`src/rtl/rr_handshake_arbiter.sv`:
```
// Round-robin output-port arbiter: picks one requesting input, drives a one-hot crossbar select and handshakes flits downstream.
// Latency: owner registered one cycle after arbitration; RTS registered together with the new owner; grant is combinational.
// Backpressure: DCTS low while RTS is high stalls and freezes all state; req is ignored until the stall ends.
//
// Ports:
//   clk        rising-edge clock
//   rst        asynchronous reset, active-low
//   req        per-input level request
//   DCTS       downstream clear-to-send
//   grant      one-hot flit-accept strobe to the owning input (owner & RTS & DCTS)
//   Xbar_sel   one-hot crossbar select, zero when idle
//   RTS        registered request-to-send
//   owner_idx  binary index of the current owner, zero when idle
module rr_handshake_arbiter #(
  parameter  int NUM_PORTS  = 5,
  parameter  int HOLD_LIMIT = 8,
  parameter  int STREAM     = 0,
  localparam int IDXW       = $clog2(NUM_PORTS)
) (
  input  logic                 clk,
  input  logic                 rst,
  input  logic [NUM_PORTS-1:0] req,
  input  logic                 DCTS,
  output logic [NUM_PORTS-1:0] grant,
  output logic [NUM_PORTS-1:0] Xbar_sel,
  output logic                 RTS,
  output logic [IDXW-1:0]      owner_idx
);

  localparam int CNTW = (HOLD_LIMIT > 0) ? $clog2(HOLD_LIMIT + 1) : 1;
  localparam logic [CNTW-1:0] HOLD_MAX = CNTW'(HOLD_LIMIT);
  localparam logic [NUM_PORTS-1:0] ONE = {{(NUM_PORTS-1){1'b0}}, 1'b1};

  logic [NUM_PORTS-1:0] owner_q, owner_d;
  logic                 rts_q, rts_d;
  logic [CNTW-1:0]      hold_cnt_q, hold_cnt_d;
  logic [IDXW-1:0]      rr_ptr_q, rr_ptr_d;

  logic                 transfer;
  logic                 stall;
  logic                 owner_vld;
  logic [IDXW-1:0]      owner_bin;
  logic [IDXW-1:0]      owner_succ;
  logic [CNTW-1:0]      cnt_next;
  logic                 others_req;
  logic                 hold_ok;
  logic [IDXW-1:0]      scan_start;
  logic                 scan_found;
  logic [IDXW-1:0]      scan_idx;

  assign transfer  = rts_q & DCTS;
  assign stall     = rts_q & ~DCTS;
  assign owner_vld = |owner_q;

  // owner_q is one-hot, so OR-ing the set indices yields its binary index.
  always_comb begin : owner_enc
    owner_bin = '0;
    for (int i = 0; i < NUM_PORTS; i++) begin
      if (owner_q[i]) owner_bin = owner_bin | IDXW'(i);
    end
  end

  assign owner_succ = (owner_bin == IDXW'(NUM_PORTS - 1)) ? '0 : owner_bin + IDXW'(1);

  // Transfers to the current owner, saturating so a long-held owner cannot wrap back under the limit.
  always_comb begin : cnt_calc
    if (HOLD_LIMIT == 0) begin
      cnt_next = '0;
    end else if (hold_cnt_q == HOLD_MAX) begin
      cnt_next = HOLD_MAX;
    end else begin
      cnt_next = hold_cnt_q + CNTW'(transfer);
    end
  end

  assign others_req = |(req & ~owner_q);
  assign hold_ok    = (HOLD_LIMIT == 0) || (cnt_next < HOLD_MAX) || !others_req;

  // Idle searches from rr_ptr; an owner that must yield searches from its successor,
  // which naturally visits the owner itself last.
  assign scan_start = owner_vld ? owner_succ : rr_ptr_q;

  always_comb begin : rr_scan
    int              j;
    logic [IDXW-1:0] jj;
    scan_found = 1'b0;
    scan_idx   = '0;
    j          = 0;
    jj         = '0;
    for (int k = 0; k < NUM_PORTS; k++) begin
      j = int'(scan_start) + k;
      if (j >= NUM_PORTS) j = j - NUM_PORTS;
      jj = IDXW'(j);
      if (!scan_found && req[jj]) begin
        scan_found = 1'b1;
        scan_idx   = jj;
      end
    end
  end

  always_comb begin : next_state
    owner_d    = owner_q;
    hold_cnt_d = hold_cnt_q;
    rr_ptr_d   = rr_ptr_q;
    rts_d      = rts_q;
    if (!stall) begin
      if (!owner_vld) begin
        // Leaving idle does not move rr_ptr.
        owner_d    = scan_found ? (ONE << scan_idx) : '0;
        hold_cnt_d = '0;
      end else if (((req & owner_q) != '0) && hold_ok) begin
        hold_cnt_d = cnt_next;
      end else begin
        owner_d    = scan_found ? (ONE << scan_idx) : '0;
        hold_cnt_d = '0;
        rr_ptr_d   = owner_succ;
      end

      if (owner_d == '0) begin
        rts_d = 1'b0;
      end else if (transfer && (STREAM == 0)) begin
        // Non-streaming mode inserts one dead cycle after every flit.
        rts_d = 1'b0;
      end else begin
        rts_d = 1'b1;
      end
    end
  end

  always_ff @(posedge clk or negedge rst) begin
    if (!rst) begin
      owner_q    <= '0;
      rts_q      <= 1'b0;
      hold_cnt_q <= '0;
      rr_ptr_q   <= '0;
    end else begin
      owner_q    <= owner_d;
      rts_q      <= rts_d;
      hold_cnt_q <= hold_cnt_d;
      rr_ptr_q   <= rr_ptr_d;
    end
  end

  // The grant of a transfer cycle always belongs to the registered owner,
  // even when that same cycle hands ownership to someone else.
  assign Xbar_sel  = owner_q;
  assign grant     = owner_q & {NUM_PORTS{transfer}};
  assign RTS       = rts_q;
  assign owner_idx = owner_bin;

endmodule

```
`config.mk`:
```
export PLATFORM = sky130hd
export DESIGN_NAME = rr_handshake_arbiter
export DESIGN_NICKNAME = d
export VERILOG_FILES = /design/src/rtl/rr_handshake_arbiter.sv
export SDC_FILE = /design/constraint.sdc
export NUM_CORES = 1
export LEC_CHECK = 0
export CORE_AREA = 4 4 82 61
export DETAILED_ROUTE_END_ITERATION = 7
export DIE_AREA = 0 0 86 65
export PLACE_DENSITY = 0.75
export SLEW_MARGIN = 20
export SYNTH_ARGS = -nofsm -noshare
export SYNTH_HDL_FRONTEND = slang
export SYNTH_SLANG_ARGS = --single-unit
```
`constraint.sdc`:
```
create_clock -name clk -period 8.3 [get_ports clk]
set_clock_uncertainty 0.2 [all_clocks]
set_input_delay 0.83 -clock clk [delete_from_list [all_inputs] [get_ports clk]]
set_output_delay 0.83 -clock clk [all_outputs]
set_load 0.02 [all_outputs]
```
==> impl_summary.txt <==
----------------------------------------------------
[Layout]
  Total number of nets in the final design ... 306
  Layout overhead on the synthesized area ... 10.14%
  Antenna cell count ... 0
  Most frequent standard cell in the layout excluding fill and tap cells ... sky130_fd_sc_hd__clkdlybuf4s50_1
  Core utilization of the finished layout ... 0.5817
  Post-route insts no fill ... 340
  Highest-count cells in the layout ignoring fill and taps ... sky130_fd_sc_hd__clkdlybuf4s50_1, sky130_fd_sc_hd__o21ai_0, sky130_fd_sc_hd__inv_1, sky130_fd_sc_hd__a21oi_1
  Number of fillers in the final layout ... 360
  Fraction of layout instances using a drive strength above 1 ... 0.1298

[Worst setup path]
  Register-to-register setup slack ... 3.24 ns
  Data arrival time of the critical path ... 5.00 ns
  CP Launch Type ... flip-flop
  Kind of critical path ... reg -> reg
  Critical Path End Type ... flip-flop
  Data required time of the critical path ... 8.24 ns
  Reg2reg start ... Xbar_sel[1]
  RR Endpoint ... Xbar_sel[1]
  Crit-path max FO ... 11
  Depth of the worst register-to-register path ... 16

[Synth]
  Synth top area cells ... sky130_fd_sc_hd__dfrtp_1, sky130_fd_sc_hd__ha_1, sky130_fd_sc_hd__o21ai_0, sky130_fd_sc_hd__a21oi_1, sky130_fd_sc_hd__mux2i_1
  Seq cells post-synth ... 13
  Async SR Flop Fraction ... 1.000
  Count of yosys warnings during synthesis ... 0
  Synthesized area per cell ... 8.063 µm²
  Count of different cell masters after synthesis ... 83
  Post-synth EDFFs ... 0
  Synthesized instance count ... 277
  Ys flop type ... sky130_fd_sc_hd__dfrtp_1
  Portion of synthesized cell area occupied by the leading cell type ... 0.1457
  Synth area leader ... sky130_fd_sc_hd__dfrtp_1
  Post-synthesis cell area ... 2233 µm²
  Portion of the post-synthesis area used by sequential elements ... 0.1457
  Synth Net Count ... 297

[GRT]
  First-pass GRT wire length ... 10470 µm
  Overall fraction of global-route tracks in use ... 0.2373
  Via count of the first global-routing pass ... 2026
  Pin count of the biggest net entering global routing ... 25
  Initial antenna violation count ... 0
  GR Overflow Total ... 0

[Placement]
  Total of buffers placed on input and output ports ... 21
  Weighted congestion reported at the end of routability-driven placement ... 0.9854
  Detail Placement HPWL ... 5030 µm
  Cell count after placement ... 336
  Placement Setup Slack ... 3.374 ns

[Min path]
  Origin of the worst min-delay path ... rr_ptr_q[1]
  Terminating pin of the worst hold path ... rr_ptr_q[1]
  Class of the tightest hold or removal check ... reg -> reg
  Hold Path Depth ... 2

[Outcome]
  Status ... finished, final reports clean

[Clock network]
  Number of gates given a new drive strength after cts ... 0
  Clock tree root buffer cell ... sky130_fd_sc_hd__clkbuf_8
  TritonCTS clock tree ... built
  Number of CTS-inserted buffers ... 3
  Clock network latency to the later pin of the worst-skew pair ... 0.25 ns
  Clock transition at the registers of the reported paths ... 0.06 ns
  Clock Sinks ... 13
  Post-CTS Setup Bufs ... 0
  Deepest clock path buffer count ... 2
  Max H-tree Level ... 1
  Post-CTS Hold Buffers ... 0

[Floorplan]
  Width of the die ... 86 µm
  Number of rows in the core area ... 20
  Placeable core region ... 4229 µm²
  Ports ... 22
  Height of the die ... 65 µm
  Die footprint ... 5590 µm²
  Effective utilization at floorplan ... 0.5281

[Route]
  Via Count ... 2339
  Number of design-rule violations left by the first detailed-router iteration ... 321
  Total Routed Length ... 6539 µm
  DR pass1 iterations ... 5
  Post-DRT Antenna Nets ... 0
  Via density per instance ... 6.879
  DRC violation count after routing ... 0
  Average wire length per cell after detail routing ... 19.23 µm

[STA]
  Final worst path period share ... 0.6100
  Highest achievable clock rate ... 0.1975 GHz
  Worst max-slew margin expressed relative to the limit ... 0.3414
  Post-layout minimum cycle time ... 5.063 ns
  Final total negative setup slack ... 0 ns
  Final count of negative-setup-slack endpoints ... 0
  Slew of the pin with the lowest slew margin ... 0.9833 ns
  RSZ-0062 raised after global routing ... no
  Max-slew violation total from the final report ... 0
  Least setup slack across all paths after layout ... 3.237 ns
  Total count of hold-check failures in the final report ... 0

[Run]
  Max-Cap Viols ... 0

----------------------------------------------------
==> per-layer routing <==
metal / vias to the layer above / wire length (µm) / GRT usage
met5: - / 0 / 0
met4: 0 / 75 / 0.06126
met3: 16 / 732 / 0.05083
met2: 157 / 2719 / 0.3288
met1: 1067 / 3012 / 0.3636
li1: 1099 / - / -
==> cells in the mapped netlist (7+ instances only) <==
cell type	n
sky130_fd_sc_hd__o21ai_0	17
sky130_fd_sc_hd__a21oi_1	16
sky130_fd_sc_hd__inv_1	16
sky130_fd_sc_hd__nand2_1	14
sky130_fd_sc_hd__nor2_1	14
sky130_fd_sc_hd__dfrtp_1	13
sky130_fd_sc_hd__ha_1	11
sky130_fd_sc_hd__nand3_1	11
sky130_fd_sc_hd__and3_1	8
sky130_fd_sc_hd__mux2i_1	8
sky130_fd_sc_hd__clkbuf_1	7
sky130_fd_sc_hd__nand2b_1	7
sky130_fd_sc_hd__nor3_1	7
==> cell type report <==
| type | instances | area (µm²) | share of cell area |
|---|---|---|---|
| flip-flops and latches | 13 | 325.3 | 0.1322 |
| clock inverters | 1 | 5.005 | 0.002035 |
| repair buffers | 21 | 210.2 | 0.08545 |
| well taps | 55 | 68.82 | 0.02798 |
| multi-input cells | 229 | 1742 | 0.7080 |
| inverters | 18 | 67.56 | 0.02747 |
| clock buffers | 3 | 41.29 | 0.01679 |
==> flip-flops by register name, indices dropped and copies added (netlist names) <==
register and count:
rr_ptr_q 3, RTS 1, hold_cnt_q 4, Xbar_sel 5
==> how the worst max path moves through the flow <==
stage / start / to / slack (ns) / cells after the start
2_1_floorplan: Xbar_sel[3] / Xbar_sel[1] / 3.91 / 17
3_3_place_gp: Xbar_sel[4] / Xbar_sel[2] / 3.65 / 15
3_5_place_dp: Xbar_sel[1] / Xbar_sel[1] / 3.37 / 16
4_1_cts: Xbar_sel[1] / Xbar_sel[1] / 3.36 / 16
5_1_grt: Xbar_sel[1] / Xbar_sel[1] / 2.88 / 16
6_report: Xbar_sel[1] / Xbar_sel[1] / 3.24 / 16
==> through the flow <==
stage          hold WS, ns  cell area, µm²
3_5_place_dp        0.3068            2414
2_1_floorplan       0.2629            2233
3_3_place_gp        0.2900            2414
4_1_cts             0.3197            2460
6_report            0.3167            2460
5_1_grt             0.3494            2460
==> worst max-delay path, stage by stage, from the launching register on <==
cell and delay (ns):
sky130_fd_sc_hd__dfrtp_1 0.51, sky130_fd_sc_hd__nor2_2 0.40, sky130_fd_sc_hd__inv_2 0.07, sky130_fd_sc_hd__ha_1 0.32, sky130_fd_sc_hd__o21ai_2 0.14, sky130_fd_sc_hd__nand2_2 0.22, sky130_fd_sc_hd__inv_1 0.26, sky130_fd_sc_hd__ha_1 0.22
sky130_fd_sc_hd__ha_1 0.14, sky130_fd_sc_hd__inv_1 0.04, sky130_fd_sc_hd__a31oi_1 0.71, sky130_fd_sc_hd__mux2i_1 0.40, sky130_fd_sc_hd__o211a_1 0.21, sky130_fd_sc_hd__a31oi_2 0.15, sky130_fd_sc_hd__a2111oi_1 0.47, sky130_fd_sc_hd__o2bb2ai_1 0.20
sky130_fd_sc_hd__a32o_1 0.27
==> cells by family after synthesis <==
group | share of synthesized area
adder cells (fa/ha/maj) | 0.07059
AO/OA/AOI/OAI | 0.3911
buffers and inverters | 0.07451
XOR/XNOR | 0.007845
multiplexers | 0.06835
flip-flops | 0.1457
AND/OR/NAND/NOR | 0.2420
Power is left out: the tool's default activity adds up to more than one toggle a clock period on the data nets, which glitch-free logic cannot reach.
